File: src/rtl/key_conditioner_if.sv
// Key conditioner bus: raw active-low buttons in, conditioned levels and strobes out.
// Latency: none, this is wiring only.
// Backpressure: none; strobes are fire-and-forget, so consumers must sample every cycle.
interface key_conditioner_if #(
  parameter int N_KEYS = 2
);

  // Raw board buttons, active-low, asynchronous to the system clock.
  logic [N_KEYS-1:0] KEY;
  // Debounced level per key, 1 = pressed.
  logic [N_KEYS-1:0] pressed;
  // One-cycle strobe per accepted press, plus auto-repeats when they are built in.
  logic [N_KEYS-1:0] press_pulse;
  // One-cycle strobe per accepted release.
  logic [N_KEYS-1:0] release_pulse;
  // OR of press_pulse, in the same cycle.
  logic              any_press;

  // Button side: drives the raw keys and observes the conditioned outputs.
  modport master (
    output KEY,
    input  pressed,
    input  press_pulse,
    input  release_pulse,
    input  any_press
  );

  // Conditioner side: samples the raw keys and drives the conditioned outputs.
  modport slave (
    input  KEY,
    output pressed,
    output press_pulse,
    output release_pulse,
    output any_press
  );

endinterface

File: src/rtl/key_conditioner.sv
// Debounces active-low push-buttons into clean levels plus press/release strobes; optional auto-repeat under KEY_AUTOREPEAT_EN.
// Latency: raw edge first sampled at edge 1 -> pressed and pulse change at edge DEBOUNCE_CYCLES+2.
// Backpressure: none; pulses are single-cycle and fire-and-forget.
module key_conditioner #(
  parameter int N_KEYS          = 2,
  parameter int DEBOUNCE_CYCLES = 1000000,
  parameter int REPEAT_DELAY    = 25000000,
  parameter int REPEAT_PERIOD   = 5000000
) (
  input  logic               clock,
  input  logic               reset,
  key_conditioner_if.slave   kif
);

  // Enough width to hold DEBOUNCE_CYCLES-1 (stays at least 1 bit when DEBOUNCE_CYCLES is 1).
  localparam int CW = $clog2(DEBOUNCE_CYCLES) + 1;

`ifdef KEY_AUTOREPEAT_EN
  // The repeat counter serves both the initial delay and the period, so size it for the larger one.
  localparam int RMAX = (REPEAT_DELAY > REPEAT_PERIOD) ? REPEAT_DELAY : REPEAT_PERIOD;
  localparam int RW   = $clog2(RMAX) + 1;
`endif

  // Reject illegal configurations at elaboration instead of building a broken counter.
  if (DEBOUNCE_CYCLES < 1 || REPEAT_DELAY < 1 || REPEAT_PERIOD < 1) begin : g_param_err
    $error("key_conditioner: DEBOUNCE_CYCLES, REPEAT_DELAY and REPEAT_PERIOD must be >= 1");
  end

  // Registered outputs, shared across all channels.
  logic [N_KEYS-1:0] level_q;
  logic [N_KEYS-1:0] level_d;
  logic [N_KEYS-1:0] press_q;
  logic [N_KEYS-1:0] press_d;
  logic [N_KEYS-1:0] release_q;
  logic [N_KEYS-1:0] release_d;
  logic              any_q;
  logic              any_d;

  for (genvar k = 0; k < N_KEYS; k++) begin : g_key

    // Synchronizer flops idle at 1, the released level of an active-low key.
    logic          sync1_q;
    logic          sync2_q;
    logic          sample_pressed;
    logic [CW-1:0] cnt_q;
    logic [CW-1:0] cnt_d;
    logic          differ;
    logic          acc_press;
    logic          acc_release;
    logic          rep_fire;

    // Two-flop synchronizer for the asynchronous raw key.
    always_ff @(posedge clock or negedge reset) begin
      if (!reset) begin
        sync1_q <= 1'b1;
        sync2_q <= 1'b1;
      end else begin
        sync1_q <= kif.KEY[k];
        sync2_q <= sync1_q;
      end
    end

    // Flip to active-high so the rest of the channel works in "pressed" terms.
    assign sample_pressed = ~sync2_q;
    assign differ         = (sample_pressed != level_q[k]);

    // Debounce: count consecutive differing samples, and accept the new level on the last one.
    always_comb begin
      cnt_d       = cnt_q;
      level_d[k]  = level_q[k];
      acc_press   = 1'b0;
      acc_release = 1'b0;
      if (!differ) begin
        // Any sample back at the stable level discards the partial count.
        cnt_d = '0;
      end else if (cnt_q == CW'(DEBOUNCE_CYCLES - 1)) begin
        cnt_d       = '0;
        level_d[k]  = sample_pressed;
        acc_press   = sample_pressed;
        acc_release = ~sample_pressed;
      end else begin
        cnt_d = cnt_q + CW'(1);
      end
    end

    // Debounce counter register.
    always_ff @(posedge clock or negedge reset) begin
      if (!reset) begin
        cnt_q <= '0;
      end else begin
        cnt_q <= cnt_d;
      end
    end

`ifdef KEY_AUTOREPEAT_EN
    // rep_phase_q is 0 while the initial hold delay is running and 1 once the periodic repeats have begun.
    logic [RW-1:0] rep_cnt_q;
    logic [RW-1:0] rep_cnt_d;
    logic          rep_phase_q;
    logic          rep_phase_d;

    // Repeat timing, measured from the accepted press; a release in progress blocks any repeat in its own cycle.
    always_comb begin
      rep_cnt_d   = rep_cnt_q;
      rep_phase_d = rep_phase_q;
      rep_fire    = 1'b0;
      if (acc_press || acc_release || !level_q[k]) begin
        rep_cnt_d   = '0;
        rep_phase_d = 1'b0;
      end else if ((!rep_phase_q && rep_cnt_q == RW'(REPEAT_DELAY - 1)) ||
                   ( rep_phase_q && rep_cnt_q == RW'(REPEAT_PERIOD - 1))) begin
        rep_fire    = 1'b1;
        rep_cnt_d   = '0;
        rep_phase_d = 1'b1;
      end else begin
        rep_cnt_d = rep_cnt_q + RW'(1);
      end
    end

    // Repeat counter and phase registers.
    always_ff @(posedge clock or negedge reset) begin
      if (!reset) begin
        rep_cnt_q   <= '0;
        rep_phase_q <= 1'b0;
      end else begin
        rep_cnt_q   <= rep_cnt_d;
        rep_phase_q <= rep_phase_d;
      end
    end
`else
    // Without auto-repeat, each accepted press yields exactly one press_pulse.
    assign rep_fire = 1'b0;
`endif

    assign press_d[k]   = acc_press | rep_fire;
    assign release_d[k] = acc_release;

  end : g_key

  assign any_d = |press_d;

  // Level and strobes are registered together, so each pulse lines up with its level change.
  always_ff @(posedge clock or negedge reset) begin
    if (!reset) begin
      level_q   <= '0;
      press_q   <= '0;
      release_q <= '0;
      any_q     <= 1'b0;
    end else begin
      level_q   <= level_d;
      press_q   <= press_d;
      release_q <= release_d;
      any_q     <= any_d;
    end
  end

  assign kif.pressed       = level_q;
  assign kif.press_pulse   = press_q;
  assign kif.release_pulse = release_q;
  assign kif.any_press     = any_q;

endmodule
File: src/flat_wrapper.sv
// flat-port wrapper written by rule: the top's interface ports become plain ports
module key_conditioner_flat 
#(
  parameter int N_KEYS          = 2,
  parameter int DEBOUNCE_CYCLES = 1000000,
  parameter int REPEAT_DELAY    = 25000000,
  parameter int REPEAT_PERIOD   = 5000000
)
  (clock, reset, kif_KEY, kif_pressed, kif_press_pulse, kif_release_pulse, kif_any_press);
  key_conditioner_if #(.N_KEYS(N_KEYS)) kif_i ();
  input  logic clock;
  input  logic reset;
  input wire logic [$bits(kif_i.KEY)-1:0] kif_KEY;
  output wire logic [$bits(kif_i.pressed)-1:0] kif_pressed;
  output wire logic [$bits(kif_i.press_pulse)-1:0] kif_press_pulse;
  output wire logic [$bits(kif_i.release_pulse)-1:0] kif_release_pulse;
  output wire logic [$bits(kif_i.any_press)-1:0] kif_any_press;
  assign kif_i.KEY = kif_KEY;
  assign kif_pressed = kif_i.pressed;
  assign kif_press_pulse = kif_i.press_pulse;
  assign kif_release_pulse = kif_i.release_pulse;
  assign kif_any_press = kif_i.any_press;
  key_conditioner #(.N_KEYS(N_KEYS), .DEBOUNCE_CYCLES(DEBOUNCE_CYCLES), .REPEAT_DELAY(REPEAT_DELAY), .REPEAT_PERIOD(REPEAT_PERIOD)) u_core (.clock(clock), .reset(reset), .kif(kif_i));
endmodule
File: config.mk
export PLATFORM = sky130hd
export DESIGN_NAME = key_conditioner_flat
export DESIGN_NICKNAME = d
export VERILOG_FILES = /design/src/rtl/key_conditioner_if.sv /design/src/rtl/key_conditioner.sv /design/src/flat_wrapper.sv
export SDC_FILE = /design/constraint.sdc
export NUM_CORES = 1
export LEC_CHECK = 0
export ABC_AREA = 1
export BUFFER_PORTS_ARGS = -buffer_cell sky130_fd_sc_hd__buf_4
export CAP_MARGIN = 20
export CORE_UTILIZATION = 35
export DETAILED_ROUTE_END_ITERATION = 8
export PLACE_DENSITY = 0.5
export SYNTH_ARGS = -nofsm -noshare
export SYNTH_HDL_FRONTEND = slang
export SYNTH_SLANG_ARGS = --single-unit
export TNS_END_PERCENT = 10
File: constraint.sdc
create_clock -name clock -period 1.5 [get_ports clock]
set_input_delay 0.15 -clock clock [delete_from_list [all_inputs] [get_ports clock]]
set_output_delay 0.15 -clock clock [all_outputs]
set_load 0.05 [all_outputs]
# Yosys cells after proc, flatten, opt, wreduce, memory -nomap -nowiden
# Cells that the tools add are included.
# W data, S select, Z words.
[word_totals]
register_bits = 53
inputBits = 4
output_inout_bits = 7
word_cells = 34
[classes]
addsub = 2
n_eq_ne = 4
muxes = 12
n_bitwise = 2
reduce_logical = 3
[op_table]
columns = ["operator", "n"]
rows = [
  ["$mux W21", 4],
  ["$add A21 B1 Y21 const B", 2],
  ["$eq A21 B20 Y1 const B", 2],
  ["$mux W1", 8],
  ["$reduce_and A2 Y1", 2],
  ["$ne A1 B1 Y1", 2],
  ["$not A1 Y1", 2],
  ["$reduce_or A2 Y1", 1],
]

# Longest topological paths before layout
# Gate-level depths: netlist of the first run.
[logic_depth]
ltp_word = 4
depth_mapped = 8
depth_no_buf = 8

# Least setup slack after synthesis of the first run
# No wires, ideal clock.
[synth_path]
kind = "reg2reg"
start = "register u_core.level_q[1] (netlist: u_core.kif.pressed[1])"
end = "register u_core.g_key[1].cnt_q[5]"
setup_ns = 0.119
arrival_time_ns = 1.395
required_time_ns = 1.381
path_slack_ns = -0.014
stages_incl_launch_ff = 6
path_buffers = 0
synth_period_minus_slack_ns = 1.514
cell_sequence = "dfrtp_1 > nor2_1 > nor2_2 > inv_1 > nand2_4 > nor2_1"
[synth_between]
elab_chain_cells = 2
[synth_lines]
columns = ["item", "line_no", "text"]
rows = [
  ["from (decl)", "key_conditioner.sv:30", "logic [N_KEYS-1:0] level_q;"],
  ["from (signal assigned)", "key_conditioner.sv:150", "level_q <= level_d;"],
  ["$ne A1 B1 Y1", "key_conditioner.sv:65", "assign differ = (sample_pressed != level_q[k]);"],
  ["$mux W21", "key_conditioner.sv:73", "if (!differ) begin"],
  ["via u_core.g_key[1].cnt_d[5]", "key_conditioner.sv:46", "logic [CW-1:0] cnt_d;"],
  ["to (signal assigned)", "key_conditioner.sv:91", "cnt_q <= cnt_d;"],
  ["to (decl)", "key_conditioner.sv:45", "logic [CW-1:0] cnt_q;"],
]
# The timed path passes the listed nets, and every way through them passes these cells.
# A chain may end at the register's enable or synchronous reset.

# Final worst setup path of the first run
[layout_path]
start = "register u_core.g_key[0].cnt_q[0]"
end = "register u_core.g_key[0].cnt_q[20]"
[layout_between]
elab_chain_cells = 3
elab_cells_between_ends = 4
cone_classes = "add/sub: 1; eq/ne: 1; mux: 2"
[layout_lines]
columns = ["item", "line_no", "text"]
rows = [
  ["from (decl)", "key_conditioner.sv:45", ""],
  ["from (signal assigned)", "key_conditioner.sv:91", ""],
  ["$add A21 B1 Y21 / $eq A21 B20 Y1 (equally long branches)", "key_conditioner.sv:82, key_conditioner.sv:76", ""],
  ["$mux W21 *", "key_conditioner.sv:76", "end else if (cnt_q == CW'(DEBOUNCE_CYCLES - 1)) begin"],
  ["$mux W21 *", "key_conditioner.sv:73", ""],
  ["via u_core.g_key[0].cnt_d[20]", "key_conditioner.sv:46", ""],
]
# Mark *: on every way through the listed nets, which the timed path passes. The rest lies on a longest branch.

==> results of run 1 <==
==> registers in the layout (all words and copies together), names as in the netlist <==
signal / count
u_core.kif.release_pulse: 2
u_core.g_key.sync2_q: 2
u_core.kif.any_press: 1
u_core.g_key.sync1_q: 2
u_core.kif.pressed: 2
u_core.kif.press_pulse: 2
u_core.g_key.cnt_q: 42
==> power breakdown <==
group / internal, mW / switching [mW]
Clock: 0.505 / 0.488
Combinational: 0.0498 / 0.0787
Sequential: 1.45 / 0.0165
==> area by class of cell <==
class / instances / area share
multi-input cells: 266 / 0.420
flip-flops and latches: 53 / 0.388
repair buffers: 30 / 0.0714
inverters: 47 / 0.0513
well taps: 102 / 0.0371
clock buffers: 6 / 0.0211
clock inverters: 2 / 0.0113
==> worst max-delay path, stage by stage (launching register included) <==
cell	delay, ns
sky130_fd_sc_hd__dfrtp_1	0.37
sky130_fd_sc_hd__ha_2	0.20
sky130_fd_sc_hd__nand2_1	0.10
sky130_fd_sc_hd__nor2_4	0.17
sky130_fd_sc_hd__nand3_1	0.18
sky130_fd_sc_hd__o21ai_1	0.17
sky130_fd_sc_hd__nand2_1	0.06
sky130_fd_sc_hd__nor2_1	0.08
==> what timing repair did <==
action                     CTS  global route
gates resized for setup      2            12
hold endpoints to repair    21             0
setup endpoints to repair    7            32
hold buffers                 3             0
pin swaps                    0             5
setup buffers                0             4
==> worst paths after layout <==
kind	slack [ns]	to	cells past startpoint	startpoint
worst min register to register	0.36	u_core.g_key[1].sync2_q	0	u_core.g_key[1].sync1_q
worst max-delay path	0.10	u_core.g_key[0].cnt_q[20]	7	u_core.g_key[0].cnt_q[0]
max in group asynchronous	0.76	u_core.g_key[1].cnt_q[5]	3	reset
worst min-delay path	0.29	u_core.kif.release_pulse[0]	2	reset
min in group clock	0.36	u_core.g_key[1].sync2_q	0	u_core.g_key[1].sync1_q
worst max register to register	0.10	u_core.g_key[0].cnt_q[20]	7	u_core.g_key[0].cnt_q[0]
==> cell usage in the layout, fill, tap and decap left out <==
cell type and instances:
sky130_fd_sc_hd__o21ai_1 5, sky130_fd_sc_hd__clkbuf_1 1, sky130_fd_sc_hd__nand2_4 3, sky130_fd_sc_hd__o21bai_1 1
sky130_fd_sc_hd__dlygate4sd3_1 3, sky130_fd_sc_hd__nor3b_1 2, sky130_fd_sc_hd__xnor2_1 8, sky130_fd_sc_hd__nor3_1 7
sky130_fd_sc_hd__inv_1 46, sky130_fd_sc_hd__clkbuf_8 5, sky130_fd_sc_hd__bufinv_16 1, sky130_fd_sc_hd__nand3_1 31
sky130_fd_sc_hd__a21oi_1 8, sky130_fd_sc_hd__nand2_1 65, sky130_fd_sc_hd__nand2_2 12, sky130_fd_sc_hd__inv_6 1
sky130_fd_sc_hd__nand3_4 2, sky130_fd_sc_hd__dfstp_2 4, sky130_fd_sc_hd__nor2_2 9, sky130_fd_sc_hd__ha_4 1
sky130_fd_sc_hd__nand4_1 6, sky130_fd_sc_hd__xor2_1 8, sky130_fd_sc_hd__nand3_2 4, sky130_fd_sc_hd__nor2_1 75
sky130_fd_sc_hd__buf_12 1, sky130_fd_sc_hd__o21ai_0 3, sky130_fd_sc_hd__ha_2 1, sky130_fd_sc_hd__nor2_4 14
sky130_fd_sc_hd__inv_2 1, sky130_fd_sc_hd__dfrtp_1 48, sky130_fd_sc_hd__nor3_2 1, sky130_fd_sc_hd__buf_4 26
sky130_fd_sc_hd__dfrtp_2 1
==> layer usage <==
layer / track usage / part of all wire / vias up
met2: 0.242 / 0.40 / 51
met3: 0.0255 / 0.052 / 5
met4: 0.0513 / 0.012 / 0
met1: 0.260 / 0.53 / 1082
li1: - / - / 1208
met5: 0 / 0 / -
==> through the flow <==
stage               power (mW)  hold slack (ns)
floorplan                 1.54           -0.146
finish                    2.59            0.286
detailed placement        1.60           0.0774
global route              2.70            0.309
CTS                       2.63            0.288
global placement          1.60           0.0803
==> cells by family (layout without fill, tap and decap cells) <==
group / count (synthesis) / after routing / share of synthesized area
and+or+nand+nor: 231 / 231 / 0.390
DFF: 53 / 53 / 0.461
AOI/OAI and AO/OA: 17 / 17 / 0.0303
buffers and inverters: 47 / 85 / 0.0611
adders and majority gates: 2 / 2 / 0.00867
xor gates and xnor gates: 16 / 16 / 0.0485
==> impl_results.md, run 1 <==
* Normalized max-slew margin at 0.749
* Sequential cell area at 1330 um2
* Initial detailed-routing violation count at 138
* Category of the worst setup path capture point: flop
* First-pass iteration count of the detailed router at 4
* Number of synthesized flops with an enable pin at 0
* Number of instances in the synthesized netlist at 366
* Number of max-cap violations at 0
* Layout cells sized above 1 at 0.215
* Final WL at 6.50 mm
* Min Clock Period, post-route at 1.40 ns
* Sequential-to-total area share from yosys stat at 0.461
* Number of levels in the clock H-tree at 2
* Multi-input gate area in the final layout at 1440 um2
* Post-synthesis cell area at 2890 um2
* Die ar. at 8610 um2
* Warnings, synthesis at 0
* Count of final max-slew check failures at 0
* Unrepaired setup endpoints after global routing: yes
* Mean area per synthesized cell at 7.89 um2
* Startpoint type of the worst setup path: flop
* Hold Violations, Final at 0
* Top cell types by occurrence after synthesis: 77 x sky130_fd_sc_hd__nor2_1, 66 x sky130_fd_sc_hd__nand2_1, 49 x sky130_fd_sc_hd__dfrtp_1, 46 x sky130_fd_sc_hd__inv_1, 33 x sky130_fd_sc_hd__nand3_1
* Worst setup margin at 0.102 ns
* Post-synth net total at 372
* Mean routed wirelength per cell at 12.8 um
* Number of failing setup endpoints in the final timing report at 0
* Final cell utilization of the core at 0.438
* Pre-CTS WS at -0.00920 ns
* Number of rows in the core area at 32
* Total of fill cells in the finished design at 814
* Global-route wire length before repair at 11.3 mm
* Horizontal die dimension at 92.8 um
* Source-to-sink clock delay at the later pin of the worst-skew pair at 0.31 ns
* ANT cells at 0
* Ys async rst share at 1.00
* Via/cell ratio at 4.64
* Total leakage power at 1.51 nW
* Outcome: complete, no violations
* Number of nets at the end of the flow at 409
* ANT nets after route at 0
* Synth top area cells: sky130_fd_sc_hd__dfrtp_1 42%, sky130_fd_sc_hd__nor2_1 10%, sky130_fd_sc_hd__nand2_1 8.6%
* Num Clock Sinks at 53
* Ratio of final minimum period to clock period at 0.932
* Die Span Y at 92.8 um
* Number of distinct standard cells referenced by the synthesized netlist at 23
* Area delta synth->final at 19.1%
* Via count of the first global-routing pass at 2,354
* Boundary Pins at 11
* Post-detailed-placement half-perimeter wirelength at 4.90 mm
* Root buffer cell: sky130_fd_sc_hd__clkbuf_8
* Peak supply drop at 484 uV
* Clock-pin slew of the registers on the worst-case setup and hold paths at 0.10 ns
* Port bufs at 10
* Inst Count DP at 491
* Post-detailed-route DRC marker count at 0
* Setup CP Type: reg -> reg
* Maximum fanout along the worst path at 4
* Hold Crit Class: in -> async
* Largest clock skew in the final design at 0.00759 ns
* Critical Path RT at 1.74 ns
* TritonCTS clock tree: built
* Primary FF master, synth: sky130_fd_sc_hd__dfrtp_1
* Max clock buf depth at 2
* Transition time of the tightest slew-check pin at 0.373 ns
* Total non-filler cell area in the finished layout at 3440 um2
* Number of antenna violations at the first check in global routing at 0
* Post-synthesis cell type with the largest combined area: sky130_fd_sc_hd__dfrtp_1
* Combined global-route utilization of all metal layers at 0.169
* Synth top area share at 0.425
* Via count at 2,346
* Area of the core region at 7850 um2
* Largest net degree at the start of global routing at 31
* Post-Place Cell Area at 3200 um2
* Routability Congestion at 0.861
* Starting Density at 0.368
* GRT Residual Overflow at 0
* Max Fclk at 0.715 GHz
* Final Instance Count excl. Fillers at 506
* Pwr Density at 753 nW/um2
* Flop and latch count out of synthesis at 53
* Most frequently used cell type in the post-synthesis netlist: sky130_fd_sc_hd__nor2_1
* TritonCTS buffer count at 5
* Final-layout setup total negative slack at 0 ns
* Data arrival time of the critical path at 1.64 ns
Note: power is estimated with default switching activity, not from simulation.
==> inputs of run 2 (changes only) <==
--- a/config.mk
+++ b/config.mk
@@ -7,10 +7,9 @@
 export LEC_CHECK = 0
 export ABC_AREA = 1
 export BUFFER_PORTS_ARGS = -buffer_cell sky130_fd_sc_hd__buf_4
-export CAP_MARGIN = 20
 export CORE_UTILIZATION = 35
 export DETAILED_ROUTE_END_ITERATION = 8
-export PLACE_DENSITY = 0.5
+export PLACE_DENSITY_LB_ADDON = 0.08
 export SYNTH_ARGS = -nofsm -noshare
 export SYNTH_HDL_FRONTEND = slang
 export SYNTH_SLANG_ARGS = --single-unit
==> impl_results.md, run 2 (synthesis results as in run 1) <==
* Peak supply drop at 595 uV
* Number of levels in the clock H-tree at 2
* First-pass iteration count of the detailed router at 4
* Layout cells sized above 1 at 0.207
* Normalized max-slew margin at 0.768
* Final WL at 6.60 mm
* Most frequent cells in the layout: 77 x sky130_fd_sc_hd__nor2_1, 65 x sky130_fd_sc_hd__nand2_1, 48 x sky130_fd_sc_hd__dfrtp_1
* Number of max-cap violations at 0
* Routability Congestion at 0.878
* Data arrival time of the critical path at 1.59 ns
* Number of flip-flops under the largest register name at 42
* Total power at 2.42 mW
* Post-detailed-route DRC marker count at 0
* Max Fclk at 0.715 GHz
* Total leakage power at 1.50 nW
* Number of failing setup endpoints in the final timing report at 0
* Hold Crit Class: in -> async
* Die ar. at 8610 um2
* Count of final max-slew check failures at 0
* Commonest non-fill, non-tap cell in the layout: sky130_fd_sc_hd__nor2_1
* Transition time of the tightest slew-check pin at 0.348 ns
* Setup CP Type: reg -> reg
* Via count at 2,339
* Min Clock Period, post-route at 1.40 ns
* GRT Residual Overflow at 0
* Die Span Y at 92.8 um
* Horizontal die dimension at 92.8 um
* Global-route wire length before repair at 11.4 mm
* Port bufs at 10
* Starting Density at 0.368
* Clock-pin slew of the registers on the worst-case setup and hold paths at 0.10 ns
* Boundary Pins at 11
* FF-to-FF Start: u_core.g_key[0].cnt_q[0]
* TritonCTS clock tree: built
* Max clock buf depth at 2
* Depth of the worst register-to-register path at 8
* Critical Path RT at 1.70 ns
* ANT cells at 0
* Worst setup margin at 0.102 ns
* Root buffer cell: sky130_fd_sc_hd__clkbuf_8
* Pwr Density at 712 nW/um2
* Final-layout setup total negative slack at 0 ns
* Combined global-route utilization of all metal layers at 0.173
* TritonCTS buffer count at 5
* Outcome: complete, no violations
* Post-detailed-placement half-perimeter wirelength at 5.03 mm
* Category of the worst setup path capture point: flop
* Register name with the most flops: u_core.g_key.cnt_q
* Total of fill cells in the finished design at 834
* Largest net degree at the start of global routing at 25
* Initial detailed-routing violation count at 101
* Area delta synth->final at 17.9%
* Source-to-sink clock delay at the later pin of the worst-skew pair at 0.30 ns
* Num Clock Sinks at 53
* Hold Violations, Final at 0
* Unrepaired setup endpoints after global routing: yes
* Startpoint type of the worst setup path: flop
* Mean routed wirelength per cell at 13.0 um
* Area of the core region at 7850 um2
* Number of antenna violations at the first check in global routing at 0
* Number of rows in the core area at 32
* Maximum fanout along the worst path at 4
* Via count of the first global-routing pass at 2,294
* ANT nets after route at 0
* Number of nets at the end of the flow at 410
* Ratio of final minimum period to clock period at 0.932
* Reg2Reg Setup Slack at 0.10 ns
* Critical R2R Capture: u_core.g_key[0].cnt_q[18]
* Via/cell ratio at 4.61
* Pre-CTS WS at -0.00857 ns
* Largest clock skew in the final design at 0.00923 ns
run 2: cell types whose count changed in the layout (fill, tap and decap cells not counted), sizes merged:
cell / previous run / this run
buf: 27 / 28
bufinv: 1 / 0
clkinv: 0 / 1
clkinvlp: 0 / 1
inv: 48 / 47
run 2: where the power goes:
group	leakage (nW)	internal, mW	switching [mW]
combinational	0.738	0.0472	0.0776
clock	0.0414	0.334	0.494
sequential	0.720	1.45	0.0195
total	1.50	1.83	0.591
run 2: repair_timing:
item	in CTS	in global routing
endpoints found under the setup margin	15	29
hold buffers	3	0
pin swaps	0	6
endpoints found under the hold margin	22	0
setup buffers	0	4
gates resized for setup	2	9
run 2: final cells by class:
cell class / instances / area (um2) / area share
clock buffer: 6 / 72.6 / 0.0213
timing repair buffer: 31 / 240 / 0.0706
tap: 102 / 128 / 0.0375
clock inverter: 2 / 16.3 / 0.00478
inverter: 47 / 176 / 0.0518
sequential: 53 / 1330 / 0.391
multi-input combinational: 266 / 1440 / 0.423
run 2: worst max-delay path, cell delays in order (launching register included):
cell and delay, ns:
sky130_fd_sc_hd__dfrtp_1 0.43, sky130_fd_sc_hd__ha_4 0.16, sky130_fd_sc_hd__nand2_1 0.09, sky130_fd_sc_hd__nor2_4 0.17, sky130_fd_sc_hd__nand2_2 0.11, sky130_fd_sc_hd__nor2_4 0.13
sky130_fd_sc_hd__nand3_1 0.08, sky130_fd_sc_hd__nand3_1 0.07, sky130_fd_sc_hd__nor2_1 0.04
run 2: worst max path at each step:
stage	cells past startpoint	slack (ns)	endpoint	from
floorplan	5	-0.01	u_core.g_key[0].cnt_q[5]	u_core.kif.pressed[0]
global placement	6	0.02	u_core.g_key[0].cnt_q[9]	u_core.g_key[0].cnt_q[0]
detailed placement	6	-0.009	u_core.g_key[0].cnt_q[9]	u_core.g_key[0].cnt_q[0]
CTS	6	0.006	u_core.g_key[1].cnt_q[5]	u_core.g_key[1].cnt_q[0]
global route	6	-0.03	u_core.kif.pressed[1]	u_core.g_key[1].cnt_q[1]
finish	8	0.10	u_core.g_key[0].cnt_q[18]	u_core.g_key[0].cnt_q[0]
run 2: layer usage:
layer | track usage | wire length, um
met1 | 0.271 | 3680
met4 | 0.0474 | 102
met5 | 0 | 0
met3 | 0.0304 | 206
met2 | 0.240 | 2610
run 2: through the flow:
stage | instances | util | hold WS [ns] | area, um2
6_report | 507 | 0.434 | 0.280 | 3400
5_1_grt | 507 | 0.434 | 0.302 | 3400
4_1_cts | 503 | 0.423 | 0.295 | 3320
3_5_place_dp | 492 | 0.407 | 0.0856 | 3200
3_3_place_gp | 492 | 0.407 | 0.0916 | 3200
2_1_floorplan | 366 | - | -0.146 | 2890
